### src/rtl/dma_controller.sv
// Single-channel 8-bit DMA controller: programmable mode/count/address, HLD/HLDA bus handshake,
// single/burst/demand transfers between memory and one I/O device.
module dma_controller #(
    parameter int unsigned ADDR_W = 16,
    parameter int unsigned DATA_W = 8
) (
    input  logic              CLK,
    input  logic              RST,
    input  logic              REGW,
    input  logic [1:0]        REGSEL,
    input  logic [ADDR_W-1:0] Setup,
    input  logic              DREQ,
    input  logic              HLDA,
    input  logic              BG,
    input  logic              RDY,
    input  logic [DATA_W-1:0] Data_in,
    output logic              HLD,
    output logic              DACK,
    output logic              MEMR,
    output logic              MEMW,
    output logic              IOR,
    output logic              IOW,
    output logic              EOP,
    output logic [ADDR_W-1:0] Addrbus,
    output logic [DATA_W-1:0] Data_out
);

    typedef enum logic [2:0] {StIdle, StReq, StAddr, StXfer, StDone} state_e;

    state_e            state_q, state_d;
    logic [7:0]        mode_q, mode_d;
    logic [ADDR_W-1:0] count_q, count_d;
    logic [ADDR_W-1:0] addr_q, addr_d;
    logic [DATA_W-1:0] dout_q, dout_d;
    logic [ADDR_W-1:0] addrbus_q;
    logic              hld_q, dack_q, xfer_q, eop_q;

    logic mode_dir, mode_inc, mode_en, mode_burst, mode_demand;
    logic unused_mode;

    assign mode_dir    = mode_q[0];
    assign mode_inc    = mode_q[4];
    assign mode_en     = mode_q[7];
    assign mode_burst  = (mode_q[3:2] == 2'b01);
    assign mode_demand = (mode_q[3:2] == 2'b10);
    assign unused_mode = ^{mode_q[6:5], mode_q[1]};

    always_comb begin
        state_d = state_q;
        mode_d  = mode_q;
        count_d = count_q;
        addr_d  = addr_q;
        dout_d  = dout_q;
        unique case (state_q)
            StIdle: begin
                if (REGW) begin
                    unique case (REGSEL)
                        2'b00:   mode_d  = Setup[7:0];
                        2'b01:   count_d = Setup;
                        2'b10:   addr_d  = Setup;
                        default: ;
                    endcase
                end else if (mode_en && (count_q != '0) && DREQ) begin
                    state_d = StReq;
                end
            end
            StReq: begin
                if (HLDA) state_d = StAddr;
            end
            StAddr: begin
                if (!HLDA)   state_d = StIdle;
                else if (!BG) state_d = StXfer;
            end
            StXfer: begin
                if (!HLDA) begin
                    state_d = StIdle;
                end else if (!BG && RDY) begin
                    dout_d  = Data_in;
                    addr_d  = mode_inc ? addr_q + ADDR_W'(1) : addr_q - ADDR_W'(1);
                    count_d = count_q - ADDR_W'(1);
                    if (count_q == ADDR_W'(1)) state_d = StDone;
                    else if (mode_burst)       state_d = StAddr;
                    else if (mode_demand)      state_d = DREQ ? StAddr : StIdle;
                    else                       state_d = StIdle;
                end
            end
            StDone: begin
                mode_d[7] = 1'b0;
                state_d   = StIdle;
            end
            default: state_d = StIdle;
        endcase
    end

    // Bus-facing outputs are registered from the next state so they line up with the state.
    always_ff @(posedge CLK or negedge RST) begin
        if (!RST) begin
            state_q   <= StIdle;
            mode_q    <= '0;
            count_q   <= '0;
            addr_q    <= '0;
            dout_q    <= '0;
            addrbus_q <= '0;
            hld_q     <= 1'b0;
            dack_q    <= 1'b0;
            xfer_q    <= 1'b0;
            eop_q     <= 1'b0;
        end else begin
            state_q <= state_d;
            mode_q  <= mode_d;
            count_q <= count_d;
            addr_q  <= addr_d;
            dout_q  <= dout_d;
            hld_q   <= state_d inside {StReq, StAddr, StXfer};
            dack_q  <= state_d inside {StAddr, StXfer};
            xfer_q  <= (state_d == StXfer);
            eop_q   <= (state_d == StDone);
            if (state_d == StAddr) addrbus_q <= addr_d;
        end
    end

    // BG gates the strobes immediately so another master never sees them.
    assign MEMR     = xfer_q & ~BG & ~mode_dir;
    assign IOW      = xfer_q & ~BG & ~mode_dir;
    assign IOR      = xfer_q & ~BG & mode_dir;
    assign MEMW     = xfer_q & ~BG & mode_dir;
    assign HLD      = hld_q;
    assign DACK     = dack_q;
    assign EOP      = eop_q;
    assign Addrbus  = addrbus_q;
    assign Data_out = dout_q;

endmodule

### config.mk
export PLATFORM = sky130hd
export DESIGN_NAME = dma_controller
export DESIGN_NICKNAME = d
export VERILOG_FILES = /design/src/rtl/dma_controller.sv
export SDC_FILE = /design/constraint.sdc
export NUM_CORES = 1
export LEC_CHECK = 0
export ABC_AREA = 1
export CAP_MARGIN = 20
export CORE_MARGIN = 2
export CORE_UTILIZATION = 40
export DETAILED_ROUTE_END_ITERATION = 12
export GPL_TIMING_DRIVEN = 0
export MAX_ROUTING_LAYER = met4
export PLACE_DENSITY = 0.68
export SLEW_MARGIN = 20
export SYNTH_ARGS = -nofsm -noshare
export SYNTH_HDL_FRONTEND = slang
export SYNTH_SLANG_ARGS = --single-unit
### constraint.sdc
create_clock -name CLK -period 2 [get_ports CLK]
set_input_delay 0.3 -clock CLK [delete_from_list [all_inputs] [get_ports CLK]]
set_output_delay 0.3 -clock CLK [all_outputs]
set_load 0.005 [all_outputs]
### Word-level counts from Yosys, hierarchy flattened

Cells that the tools add are included.

| operators by class | value |
|---|---|
| add/subtract/negate cells | 3 |
| equal/unequal tests | 18 |
| muxes and demuxes | 26 |
| bitwise logic cells | 5 |
| reduce and logical (&&, ||, !) cells | 15 |

Operators with widths:

| operator | count |
|---|---|
| 16-bit 2-to-1 mux | 9 |
| 16-bit one-hot mux with 2 select lines | 2 |
| 16-bit by 1-bit subtractor with 16-bit output, second input constant | 2 |
| 3-bit 2-to-1 mux | 9 |
| 16-bit by 1-bit adder with 16-bit output, second input constant | 1 |
| 16-bit by 1-bit == test with 1-bit output, second input constant | 1 |
| 8-bit 2-to-1 mux | 2 |
| 16-bit nonzero test | 1 |
| 3-bit by 2-bit == test with 1-bit output, second input constant | 4 |
| 3-bit one-hot mux with 4 select lines | 1 |
| 3-bit AND reduction | 3 |
| 3-bit by 1-bit == test with 1-bit output, second input constant | 2 |
| 3-bit == test, second input constant | 2 |
| 2-bit != test, second input constant | 3 |
| 2-bit nonzero test | 3 |
| 5-bit AND reduction | 1 |
| 2-bit by 1-bit == test with 1-bit output, second input constant | 2 |
| 2-bit == test, second input constant | 2 |
| 2-bit 2-to-1 mux | 2 |
| 2-bit by 1-bit != test with 1-bit output, second input constant | 2 |
| 1-bit bitwise AND | 3 |
| 1-bit logical AND | 3 |
| 3-bit zero test | 1 |
| 3-bit nonzero test | 1 |
| 4 further kinds | 5 |

| storage, ports and cells | value |
|---|---|
| register bits after elaboration | 71 |
| word-level logic and storage cells | 78 |

### Depth between registers and ports, before layout

| logic depth | value |
|---|---|
| depth in word-level cells | 9 |
| depth in mapped cells | 14 |
| gate-level depth less buffers | 14 |

### Worst setup path after synthesis

OpenSTA, ideal clock, no wires.

| timing path | value |
|---|---|
| path kind | register to register |
| from | reg mode_q[4] |
| to | reg addrbus_q[8] (netlist: Addrbus[8]) |
| library setup time | 0.116 ns |
| data arrival time | 1.937 ns |
| setup slack | -0.053 ns |
| stages on the path, launching flop included | 14 |
| period minus slack after synthesis | 2.053 ns |
| cells stage by stage | dfrtp_1 -> inv_1 -> ha_1 -> nand2_1 -> nand2_1 -> inv_1 -> o21ai_0 -> nand2_1 -> nand2_1 -> or2_2 -> nand3_1 -> nand2_1 -> nand2_1 -> nand2_1 |

| on the way | value |
|---|---|
| word-level cells in the longest chain between the ends | 4 |

RTL lines:

| element | line | source |
|---|---|---|
| start: declaration | 31 | `logic [7:0] mode_q, mode_d;` |
| start signal: assignment | 110 | `mode_q <= mode_d;` |
| 16-bit 2-to-1 mux | 79 | `addr_d = mode_inc ? addr_q + ADDR_W'(1) : addr_q - ADDR_W'(1);` |
| 16-bit 2-to-1 mux | 77 | `end else if (!BG && RDY) begin` |
| 16-bit 2-to-1 mux | 75 | `if (!HLDA) begin` |
| 16-bit one-hot mux with 2 select lines | 54 | `unique case (state_q)` |
| net addr_d[8] | 33 | `logic [ADDR_W-1:0] addr_q, addr_d;` |
| end signal: assignment | 118 | `if (state_d == StAddr) addrbus_q <= addr_d;` |
| end: declaration | 35 | `logic [ADDR_W-1:0] addrbus_q;` |

The timed path passes the listed nets, and every way through them passes these cells.
A chain may end at the register's enable or synchronous reset.

### Worst setup path after layout

| timing path | value |
|---|---|
| from | reg mode_q[4] |
| to | reg addrbus_q[13] (netlist: Addrbus[13]) |

The elaborated chain is that of the path after synthesis.

==> flow_summary.toml <==
[worst_setup_path]
critPathLaunchType = "flip-flop"
r2r_cells = 16
r2r-end = "Addrbus[13]$_DFFE_PN0P_"
critPathCaptureType = "flip-flop"
cpPeakStageDelay_ps = 400
critPathKind = "flip-flop to flip-flop"
worst-path-max-fanout = 8
path_common_cell = "nand2_2"
critical_path_required_ps = 2300
crit_buf_inv = 3
path_cells = "clkinvlp_4 -> buf_12 -> buf_6 -> ha_4 -> nand2_2 -> nor2_2 -> nand2_2 -> nand3_4 -> nand2_2 -> nand2_1 -> nand2_1 -> nand3_2 -> nand2_1 -> nand2_2 -> nand2_2 -> nand2_1"
cp.arrival_ps = 2420
cpMaxStageDelayCell = "dfrtp_1"
critPathTopFamily = "simple AND/OR/NAND/NOR gates"
r2r_start = "mode_q[4]$_DFFE_PN0P_"
rrSetupSlack_ps = -120

[min_path]
hold_depth = 2
worst_hold_path_type = "input port to flip-flop"
hp-start = "BG"
whs_endpoint = "xfer_q$_DFF_PN0_"

[logic_synthesis]
yosysTopAreaCell = "dfrtp_1"
avgSynthCellArea_um2 = 6.978
syn_area_um2 = 4389
synthTopCellsByCount = "nand2_1, inv_1, dfrtp_1"
yosys_warnings = 0
yosysUniqueCellTypes = 40
synth_seq_area_share_pct = 38.77
syn-num-nets = 679
synthFlopType = "dfrtp_1"
synth_async_sr_flop_share_pct = 100.0
yosys-top-cells-area = "dfrtp_1, nand2_1, inv_1, ha_1, o21ai_0"
synth_top_area_share_pct = 38.77
netlist_instances = 629
yosysMostFrequentCell = "nand2_1"
synth_edf_count = 0
synth_seq_cells = 68

[status]
status = "complete, but fails checks"
violations = "setup timing"

[cts]
cts.sinks = 68
cts_root_buf = "clkbuf_8"
cts-buffers-inserted = 9
htreeDepth = 3
clock_latency_ps = 360
clk_pin_slew_ps = 70
clk_path_buf_depth = 2
cts_tree = "done"

[global_route]
gr-total-overflow = 0
grt_pass1_vias = 4277
grt_max_degree = 38
grt_pass1_wl_um = 20630
antenna_found_initial = 0
track_usage_pct = 23.23

[sta]
hold_viol = 0
period_share_pct = 106.0
setup_viol = 10
clock.fmax_ghz = 0.4715
slew_violations = 0
setup-tns-final_ps = -637.1
fin_ws_ps = -120.7
rsz0062_at_grt = "yes"
period_minus_slack_ps = 2121
clock_skew_ps = 10.34
holdWs_ps = 359.1
relSlewSlack_pct = 65.35
tightest_slew_ps = 517.8

[layout]
finalInstanceArea_um2 = 6192
drive_above_1_share_pct = 26.09
area_growth_pct = 41.08
filler_cell_count = 988
n_antenna_cell = 0
ff_latch_area_um2 = 1702
multi_input_area_um2 = 2826
nets = 777

[drt]
drc_errors = 0
first_pass_iters = 4
vias_per_cell = 5.100
first_iter_violations = 264
wirelength_um = 13280
ant_nets = 0
avgRoutedWirePerCell_um = 15.23
vias = 4447

[floorplanning]
fp-row-count = 38
start_util_pct = 40.67
die_h_um = 108.8
die-area_um2 = 11830
placeableCoreArea_um2 = 10790
io_pins = 64
die_w_um = 108.8

[placement]
gp_congestion = 0.9216
port_buffers = 63
dpl_worst_slack_ps = -425.5
dp_hpwl_um = 9169
placed_area_um2 = 5231

[power_and_ir_drop]
max-vdd-ir-drop_mv = 0.7420
leakagePower_nw = 3.017
p_per_area_nw_per_um2 = 1583

[flow_run]
maxCapViolCount = 0
power by group:
part           switching (mW)  internal, mW
combinational            3.47          2.88
sequential              0.515          1.94
clock                   0.517         0.482
total                    4.50          5.30
registers in the layout (all words and copies together), names as in the netlist:
register  count
HLD           1
count_q      16
mode_q        5
state_q       3
addr_q       16
Data_out      8
EOP           1
xfer_q        1
DACK          1
Addrbus      16
worst reg2reg max path, delay by kind of cell, from the launching register on:
| family | cells | cell delay [ps] |
|---|---|---|
| buffers and inverters | 3 | 490 |
| flip-flops | 1 | 400 |
| AND/OR/NAND/NOR | 12 | 890 |
| adder cells (fa/ha/maj) | 1 | 270 |
what timing repair did:
action,in CTS,in global routing
endpoints found under the setup margin,31,42
gates cloned,1,0
hold endpoints to repair,31,0
hold buffers,1,0
gates resized for setup,61,82
buffers inserted,11,10
pin swaps,25,39
cell families after synthesis:
| group | after synthesis | share of synthesized area (%) |
|---|---|---|
| adder cells (fa/ha/maj) | 17 | 5.017 |
| AND/OR/NAND/NOR | 344 | 33.01 |
| XOR/XNOR | 7 | 1.397 |
| buffers and inverters | 104 | 9.949 |
| AO/OA/AOI/OAI | 89 | 11.86 |
| flip-flops | 68 | 38.77 |
per-stage QoR:
step / util (%) / power [mW] / instances
after global routing: 57.37 / 10.51 / 872
final: 57.37 / 9.801 / 872
after detailed placement: 48.47 / 6.604 / 833
after global placement: 48.31 / 6.493 / 832
after floorplan: - / 5.245 / 629
after CTS: 54.17 / 8.727 / 862
layout by cell type, fill, tap and decap left out, types with 2 or more instances in the layout:
cell             count
nand2_1            180
inv_1               72
dfrtp_1             68
clkdlybuf4s50_1     61
nand2_2             48
o21ai_0             34
nor2_1              32
nand3_1             25
buf_4               20
inv_2               15
ha_4                15
a21oi_1             13
nor2_2              12
nand2_4             12
nand3_2             10
clkbuf_8            10
a22oi_1              9
buf_6                7
clkbuf_1             7
nand4_1              6
o211ai_1             6
a21oi_2              6
nor2_4               5
nor3_1               4
o21ai_1              4
buf_2                4
o22ai_1              4
nor3_2               4
xor2_1               4
clkinv_2             3
buf_12               3
nand3_4              2
o221ai_1             2
a21oi_4              2
xnor2_1              2
o21ai_2              2
worst max-delay path by stage:
stage                                startpoint                 endpoint  slack, ps  cells after the start
after CTS                 mode_q[4]$_DFFE_PN0P_  Addrbus[13]$_DFFE_PN0P_        -60                     15
after global placement                      RST  Data_out[7]$_DFFE_PN0P_      -1800                      1
final                     mode_q[4]$_DFFE_PN0P_  Addrbus[13]$_DFFE_PN0P_       -120                     16
after global routing      mode_q[4]$_DFFE_PN0P_   Addrbus[9]$_DFFE_PN0P_       -240                     15
after floorplan           mode_q[4]$_DFFE_PN0P_   Addrbus[8]$_DFFE_PN0P_        -20                     13
after detailed placement  mode_q[4]$_DFFE_PN0P_  Addrbus[13]$_DFFE_PN0P_       -430                     14
cell type report:
cell class              instances  share of cell area [%]
well taps                     140                   2.829
clock buffers                  14                   2.465
inverters                      90                   5.577
plain buffers                  14                   1.536
repair buffers                 87                   14.31
multi-input cells             457                   45.65
flip-flops and latches         68                   27.48
clock inverters                 2                  0.1616
metal layers:
| metal | global-route usage [%] | vias up | wire length [um] |
|---|---|---|---|
| li1 | - | 2199 | - |
| met1 | 29.07 | 2105 | 5748 |
| met2 | 37.54 | 117 | 6537 |
| met3 | 4.005 | 26 | 694 |
| met4 | 9.066 | 0 | 301 |
| met5 | - | - | 0 |
(Power assumes the default switching activity.)
==> variant: new RTL, same flow settings <==
Make the reset (`RST`) synchronous in one clocked block.
--- a/src/rtl/dma_controller.sv
+++ b/src/rtl/dma_controller.sv
@@ -94,5 +94,5 @@
 
     // Bus-facing outputs are registered from the next state so they line up with the state.
-    always_ff @(posedge CLK or negedge RST) begin
+    always_ff @(posedge CLK) begin
         if (!RST) begin
             state_q   <= StIdle;
Check against the original RTL: differs if RST is asserted again (counterexample within 4 cycles, from zero or initial values and one cycle with RST low); with RST held inactive, the same outputs for 4 cycles.
==> variant against the unedited design <==
- the run still ends with setup timing left
- critical path depth shrank 1
- hold slack gained 0.014 ns
- setup slack improved by 0.036 ns
- design area is 4.0% lower
- sequential cell count stayed put
- die area is 3.8% lower
- area after synthesis fell by 3.9%
- cell count is 2.8% higher
- routed wire length up 3.5%
- critical path type unchanged
- critical endpoint is now Addrbus[11]$_SDFFE_PN0P_
Power is not compared: it rests on default switching activity, and its combinational part moved more than twofold at a synthesized area within 25%.
==> variant: results (changes against the unedited design) <==
| Metric | Value |
|---|---|
| Asr flop ratio synth | 0% (-100 points) |
| First-pass GRT wire length | 21000 µm (+1.8%) |
| Post-CTS resize count | 29 (-52%) |
| Initial DRC Count | 301 (+14%) |
| Setup_tns | -0.736 ns (-0.0989 ns) |
| Final Worst Setup Slack | -0.0844 ns (+0.0362 ns) |
| Vias in the first global route | 4217 (-1.4%) |
| Worst hold stages | 3 (+1) |
| Commonest cells post-synth | nand2_1, nor2_1, inv_1 |
| Final setup vio count | 14 (+4) |
| Worst R2R Start | mode_q[4]$_SDFFE_PN0P_ |
| Least-Margin Pin Slew | 0.676 ns (+0.158 ns) |
| Worst R2R Path Depth | 15 (-1) |
| Nets | 805 (+3.6%) |
| Placed Cells incl. Taps | 863 (+3.6%) |
| Worst-path fanout max | 5 (-3) |
| Placer Congestion | 0.899 (-2.4%) |
| Outcome | finished with violations |
| Post-CTS Setup Bufs | 4 (-7) |
| DP Worst Slack | -0.315 ns (+0.110 ns) |
| Largest net degree at the start of global routing | 12 (-68%) |
| Cell Area, Placed | 0.00502 mm² (-4.1%) |
| Hold Path End | xfer_q$_SDFF_PN0_ |
| Failing checks | setup timing |
| Fraction of the yosys area taken by sequential cells | 32.3% (-6.5 points) |
| Vias | 4673 (+5.1%) |
| Met3 GRT Util | 3.77% (-0.24 points) |
| GRT Total Usage | 24.3% (+1.1 points) |
| Largest cells by area after synthesis | dfxtp_1, nand2_1, nor2_1 |
| Detailed Route WL | 13700 µm (+3.5%) |
| Hold wc startpoint | HLDA |
| Met2 GRT Util | 38.8% (+1.3 points) |
[variant: layout make-up]
cell class                      instances  area share (%)
Timing Repair Buffer                   80            13.9
Buffer                                 19            1.83
Multi-Input combinational cell        483            49.0
Clock inverter                          4           0.800
Inverter                               94            6.04
Clock buffer                           12            2.61
Tap cell                              136            2.86
Sequential cell                        68            22.9
[variant: worst min-delay path: stages]
cell,delay (ns)
dlymetal6s2s_1,0.20
nand3_2,0.12
a21oi_1,0.06
[variant: logic make-up after synthesis]
kind of cell	after synthesis	share of synthesized area (%)
adders and majority gates	17	5.22
and+or+nand+nor	335	33.9
xor gates and xnor gates	7	1.45
AOI/OAI and AO/OA	124	16.2
DFF	68	32.3
buffers and inverters	113	10.9
[variant: how the worst max path moves through the flow]
stage / startpoint / end / slack [ns] / cells after the start
floorplan: mode_q[4]$_SDFFE_PN0P_ / Addrbus[4]$_SDFFE_PN0P_ / 0.13 / 8
detailed placement: mode_q[4]$_SDFFE_PN0P_ / Addrbus[12]$_SDFFE_PN0P_ / -0.32 / 11
global placement: mode_q[4]$_SDFFE_PN0P_ / Addrbus[12]$_SDFFE_PN0P_ / -0.33 / 11
global route: mode_q[4]$_SDFFE_PN0P_ / Addrbus[11]$_SDFFE_PN0P_ / -0.18 / 15
CTS: mode_q[4]$_SDFFE_PN0P_ / Addrbus[15]$_SDFFE_PN0P_ / -0.02 / 13
finish: mode_q[4]$_SDFFE_PN0P_ / Addrbus[11]$_SDFFE_PN0P_ / -0.08 / 15
[variant: per-stage QoR]
stage	total power, mW	utilization, %
after floorplan	1.88	-
after global placement	2.08	48.8
after detailed placement	2.09	48.8
after CTS	3.35	53.1
after global routing	3.73	57.8
final	3.56	57.8
[variant: routing by layer]
metal	routed length [µm]	part of all wire, %
met1	6200	45
met2	6330	46
met3	880	6.4
met4	335	2.4
met5	0	0
